[src/rtl/riscv_pkg.sv]
// Shared RV core types: the retire trace record and the trace filter modes.
package riscv_pkg;

   localparam int XLEN = 32;

   typedef struct packed {
      logic [XLEN-1:0] pc;
      logic [XLEN-1:0] instr;
      logic [4:0]      reg_addr;
      logic [XLEN-1:0] reg_data;
      logic [XLEN-1:0] mem_addr;
      logic [XLEN-1:0] mem_data;
      logic            mem_wrt;
      logic            mem_read;
   } retire_entry_t;

   typedef enum logic [1:0] {
      TR_ALL = 2'd0,
      TR_REG = 2'd1,
      TR_MEM = 2'd2,
      TR_OFF = 2'd3
   } trace_mode_e;

   // A retirement is a trace candidate only if it matches the selected filter.
   function automatic logic passFilter(trace_mode_e mode, logic [4:0] regAddr,
                                       logic memWrt, logic memRead);
      logic pass;
      pass = 1'b0;
      case (mode)
         TR_ALL:  pass = 1'b1;
         TR_REG:  pass = (regAddr != 5'd0);
         TR_MEM:  pass = memWrt | memRead;
         default: pass = 1'b0;
      endcase
      return pass;
   endfunction

endpackage

[src/rtl/rv_sync_fifo.sv]
// Generic single-clock FIFO; occupancy comes from free-running counters with one
// extra MSB so full and empty are distinguishable.
module rv_sync_fifo #(
   parameter int WIDTH = 8,
   parameter int DEPTH = 8
) (
   input  logic                     clk_i,
   input  logic                     rst_i,
   input  logic                     push_i,
   input  logic                     pop_i,
   input  logic [WIDTH-1:0]         wdata_i,
   output logic [WIDTH-1:0]         rdata_o,
   output logic                     full_o,
   output logic                     empty_o,
   output logic [$clog2(DEPTH):0]   level_o
);

   localparam int AW = $clog2(DEPTH);

   logic [AW:0]      wrCnt;
   logic [AW:0]      rdCnt;
   logic [WIDTH-1:0] mem [DEPTH];
   logic             doPush;
   logic             doPop;

   assign level_o = wrCnt - rdCnt;
   assign empty_o = (level_o == '0);
   assign full_o  = (level_o == (AW+1)'(DEPTH));
   assign doPop   = pop_i & ~empty_o;
   assign doPush  = push_i & (~full_o | doPop);

   always_ff @(posedge clk_i) begin
      if (rst_i) begin
         wrCnt <= '0;
         rdCnt <= '0;
      end else begin
         if (doPush) wrCnt <= wrCnt + 1'b1;
         if (doPop)  rdCnt <= rdCnt + 1'b1;
      end
   end

   // Storage is deliberately not reset; only the counters define contents.
   always_ff @(posedge clk_i) begin
      if (doPush) mem[wrCnt[AW-1:0]] <= wdata_i;
   end

   assign rdata_o = empty_o ? '0 : mem[rdCnt[AW-1:0]];

endmodule

[src/rtl/rv_retire_buffer.sv]
// Retire-trace buffer: filters core retirements by mode, queues them for a
// valid/ready sink, and reports backpressure, drops and accepted-record counts.
module rv_retire_buffer
   import riscv_pkg::*;
#(
   parameter int DEPTH        = 8,
   parameter int STALL_MARGIN = 2
) (
   input  logic                     clk_i,
   input  logic                     rst_i,
   input  logic                     update_i,
   input  logic [XLEN-1:0]          pc_i,
   input  logic [XLEN-1:0]          instr_i,
   input  logic [4:0]               reg_addr_i,
   input  logic [XLEN-1:0]          reg_data_i,
   input  logic [XLEN-1:0]          mem_addr_i,
   input  logic [XLEN-1:0]          mem_data_i,
   input  logic                     mem_wrt_i,
   input  logic                     mem_read_i,
   input  logic [1:0]               mode_i,
   output logic                     stall_o,
   output logic                     valid_o,
   input  logic                     ready_i,
   output retire_entry_t            rec_o,
   output logic [$clog2(DEPTH):0]   level_o,
   output logic                     overflow_o,
   output logic [15:0]              drop_cnt_o,
   output logic [31:0]              retired_cnt_o
);

   localparam int LW = $clog2(DEPTH) + 1;

   retire_entry_t newRec;
   logic          candidate;
   logic          fifoFull;
   logic          fifoEmpty;
   logic          doPush;
   logic          doPop;
   logic          doDrop;
   logic [LW-1:0] levelNext;

   assign newRec = '{pc: pc_i, instr: instr_i, reg_addr: reg_addr_i,
                     reg_data: reg_data_i, mem_addr: mem_addr_i,
                     mem_data: mem_data_i, mem_wrt: mem_wrt_i,
                     mem_read: mem_read_i};

   assign candidate = update_i & passFilter(trace_mode_e'(mode_i), reg_addr_i,
                                            mem_wrt_i, mem_read_i);
   assign valid_o   = ~fifoEmpty;
   assign doPop     = valid_o & ready_i;
   assign doPush    = candidate & (~fifoFull | doPop);
   assign doDrop    = candidate & fifoFull & ~doPop;
   assign levelNext = level_o + LW'(doPush) - LW'(doPop);

   rv_sync_fifo #(
      .WIDTH ($bits(retire_entry_t)),
      .DEPTH (DEPTH)
   ) u_fifo (
      .clk_i   (clk_i),
      .rst_i   (rst_i),
      .push_i  (doPush),
      .pop_i   (doPop),
      .wdata_i (newRec),
      .rdata_o (rec_o),
      .full_o  (fifoFull),
      .empty_o (fifoEmpty),
      .level_o (level_o)
   );

   always_ff @(posedge clk_i) begin
      if (rst_i) begin
         stall_o       <= 1'b0;
         overflow_o    <= 1'b0;
         drop_cnt_o    <= '0;
         retired_cnt_o <= '0;
      end else begin
         // Stall looks at the occupancy the FIFO will have after this edge.
         stall_o <= ((LW'(DEPTH) - levelNext) <= LW'(STALL_MARGIN));
         if (doDrop) begin
            overflow_o <= 1'b1;
            if (drop_cnt_o != 16'hFFFF) drop_cnt_o <= drop_cnt_o + 16'd1;
         end
         if (doPush) retired_cnt_o <= retired_cnt_o + 32'd1;
      end
   end

endmodule
[config.mk]
export PLATFORM = sky130hd
export DESIGN_NAME = rv_retire_buffer
export DESIGN_NICKNAME = d
export VERILOG_FILES = /design/src/rtl/riscv_pkg.sv /design/src/rtl/rv_sync_fifo.sv /design/src/rtl/rv_retire_buffer.sv
export SDC_FILE = /design/constraint.sdc
export NUM_CORES = 1
export LEC_CHECK = 0
export BUFFER_PORTS_ARGS = -buffer_cell sky130_fd_sc_hd__buf_4
export CAP_MARGIN = 20
export CORE_AREA = 4 4 457 346
export CTS_BUF_LIST = sky130_fd_sc_hd__clkbuf_16
export DETAILED_ROUTE_END_ITERATION = 10
export DIE_AREA = 0 0 461 350
export PLACE_DENSITY = 0.56
export SYNTH_ARGS = -nofsm -noshare
export SYNTH_HDL_FRONTEND = slang
export SYNTH_SLANG_ARGS = --single-unit
[constraint.sdc]
create_clock -name clk_i -period 56.5 [get_ports clk_i]
set_input_delay 2.825 -clock clk_i [delete_from_list [all_inputs] [get_ports clk_i]]
set_output_delay 2.825 -clock clk_i [all_outputs]
set_load 0.01 [all_outputs]
==> metrics.txt <==
depth of the worst register-to-register path=12; Setup Viol. Count Final=0; metal2 WL=around 60000 um; Final Skew=between 0.02 and 0.025 ns; Hold Crit Class=reg2reg; pwr dens=between 40 and 50 nW/um^2; grt ovf=0; CTS sink count=1397; asr flop ratio synth=0%; clock-pin slew on the worst setup and hold paths=0.06 ns; I/O pin count=approximately 400; synth cell count leaders=1336 x edfxtp_1, 334 x mux4_2, 202 x nor2_1; filler cell count=approximately 14000; Reg area=41400 sq um; Syn-to-layout area delta=18.7%; Critical Path Stages=7; setup bufs post-CTS=0; top-count cell post-synth=edfxtp_1; status=complete, no violations; CTS resizes=0; CTS Buf Count=roughly 140; Cells after DPL=between 4000 and 5000; Net Count, Synth=between 2000 and 3000; nets@finish=about 3100; total power draw=a little over 0.003 W; Max-cap violations=0; share of the synthesized area in the top cell type=approximately three quarters; CTS tree=yes; via count=25400; DR WL met3=approximately 6400 um; f_max=between 0.1 and 0.15 GHz; Fin Setup TNS=0 ns; detailed placer's ending HPWL=66700 um; clock root buffer=clkbuf_16; Fin. Hold Viols=0; CORE AREA=154000 sq um; Avg Cell Area, Syn=~22 sq um; Detailed Route WL=about 120000 um; Tmin final=8.11 ns; clk_lat worst skew=0.76 ns; Synth Warn #=0; Hold Path Stages=2; vias in the first global route=around 27000; critical setup path kind=reg2out; startpoint types=flip-flop; Cell Count, Final, Fillers Out=between 5000 and 6000; Die ar.=161000 sq um; DRT Pass-1 Iters=5; period utilisation layout=between 10% and 20%; CP required=roughly 54 ns; Post-CTS Hold Fix Bufs=0; DRC=0; worst vdd ir=0.0463 mV; drt first-iter violations=roughly 2100; WL met1=roughly 55000 um; crit-path max FO=94; number of flops mapped to enable cells by yosys=1336; post-synthesis cell area=around 54000 sq um; Setup crit end kind=primary output; antenna violations before repair=13; Buf+Inv Stages, Crit Path=4; Slowest cell on crit path=buf_4; sequential element share of the synthesized area=about 77%; DIE HEIGHT=approximately 350 um; Synth area leader=edfxtp_1; layout cells sized above 1=about a third; Top Layer Used=met5; Die Width=461 um; worst slew pin tran=about 1.1 ns; Detail Route Antenna Nets=0; Mapped Cells=roughly 2500; RSZ-0062 raised after global routing=no; leakage power=approximately 20 nW; via/cell ratio=between 4 and 5; global-route wire length before repair=180000 um; crit path cell chain=buf_12 -> buf_4 -> buf_4 -> mux4_2 -> mux2i_1 -> nor2_1 -> buf_4; synth top area cells=edfxtp_1 75%, mux4_2 14%, mux2i_1 3.1%; #FFs+latches synth=around 1400; Distinct cells, synth=42; Slew Limit Fails=0; Clock Tree Buf Depth=3; PortBufs=394; GRT Util Overall=~15%; delay-heaviest family, CP=buffers and inverters; gpl congestion=slightly above 0.7; Synth Flop Type=edfxtp_1; footprint of the multi-input gates=approximately 12000 sq um; relative slew slack=approximately 28%; H-Tree Depth=4; Routed WL per cell=about 24 um; FP Rows=between 100 and 150; largest net degree at the start of global routing=roughly 120; Critical Path AT=~5.3 ns; most frequent CP cell=buf_4; CP peak stage delay=around 0.84 ns; register-to-register setup slack=51.10 ns; Initial Utilization=between 30% and 40%
cells by family (layout without fill, tap and decap cells):
logic type,Yosys count,in the layout,share of synthesized area (%)
AOI/OAI and AO/OA,57,57,0.652
other,0,9,0
and+or+nand+nor,337,337,2.92
adders and majority gates,13,13,0.332
xor gates and xnor gates,31,31,0.507
muxes,504,504,17.2
DFF,1397,1397,77.3
buffers and inverters,142,712,1.09
per-layer routing:
| metal | vias to the layer above | GRT usage [%] |
|---|---|---|
| met5 | - | 0 |
| met4 | 6 | 3.94 |
| met3 | 141 | 3.54 |
| met2 | 591 | 23.8 |
| met1 | 13500 | 20.9 |
| li1 | 11100 | - |
flip-flops by register name, indices dropped and copies added (netlist names), named ones only:
register,flops
u_fifo.mem,1336
retired_cnt_o,32
drop_cnt_o,16
u_fifo.rdCnt,4
u_fifo.wrCnt,4
overflow_o,1
stall_o,1
placed cells by master, fill, tap and decap left out, drive strengths merged:
| master | instances |
|---|---|
| fa | 2 |
| clkinv | 59 |
| or4 | 5 |
| dfxtp | 61 |
| diode | 9 |
| inv | 55 |
| or2 | 2 |
| o2111ai | 1 |
| o211ai | 1 |
| buf | 436 |
| nand3 | 24 |
| ha | 11 |
| nor2b | 5 |
| mux4 | 334 |
| nand2 | 23 |
| edfxtp | 1336 |
| bufinv | 12 |
| nor3 | 8 |
| nand4 | 23 |
| mux2 | 2 |
| and3 | 9 |
| o21bai | 1 |
| clkinvlp | 5 |
| mux2i | 168 |
| nor4 | 7 |
| or3 | 17 |
| nor2 | 202 |
| a21oi | 28 |
| xor2 | 28 |
| a221oi | 2 |
| and4 | 4 |
| xnor2 | 3 |
| and2 | 4 |
| o21ai | 18 |
| a22oi | 1 |
| o31ai | 5 |
| clkbuf | 145 |
| or4b | 1 |
| nand2b | 3 |
cell type report:
cell class	instances	area share [%]
multi-input cells	942	18.3
well taps	2032	4.00
diodes	9	0.0354
clock inverters	114	1.46
repair buffers	436	5.29
clock buffers	145	5.71
flip-flops and latches	1397	65.1
inverters	17	0.100
power breakdown:
part,internal (W),switching [W]
combinational,0.000433,0.000511
sequential,0.00119,0.0000249
clock,0.000523,0.000390
total,0.00215,0.000926
per-stage QoR:
step / setup WS, ns / utilization (%) / area [sq um] / hold slack [ns]
CTS: 48.13 / 41.3 / 63500 / 0.507
global placement: 48.96 / 38.3 / 59000 / 0.485
floorplan: 36.16 / - / 53500 / 0.470
global route: 47.73 / 41.3 / 63500 / 0.535
finish: 48.39 / 41.3 / 63500 / 0.510
detailed placement: 48.97 / 38.3 / 59000 / 0.494
tightest hold or removal path: stages (launching register included):
cell	delay [ns]
dfxtp_1	0.33
o21ai_0	0.08
a21oi_1	0.06
final timing paths:
path,from,end
worst max-delay path,flip-flop,rec_o[110]
worst min-delay path,retired_cnt_o[31]$_SDFFE_PP0P_,retired_cnt_o[31]$_SDFFE_PP0P_
worst max register to register,u_fifo.wrCnt[0]$_SDFFE_PP0P_,u_fifo.mem[3][119]$_DFFE_PP_
worst min register to register,retired_cnt_o[31]$_SDFFE_PP0P_,retired_cnt_o[31]$_SDFFE_PP0P_
Power figures use the tool's default switching activity.
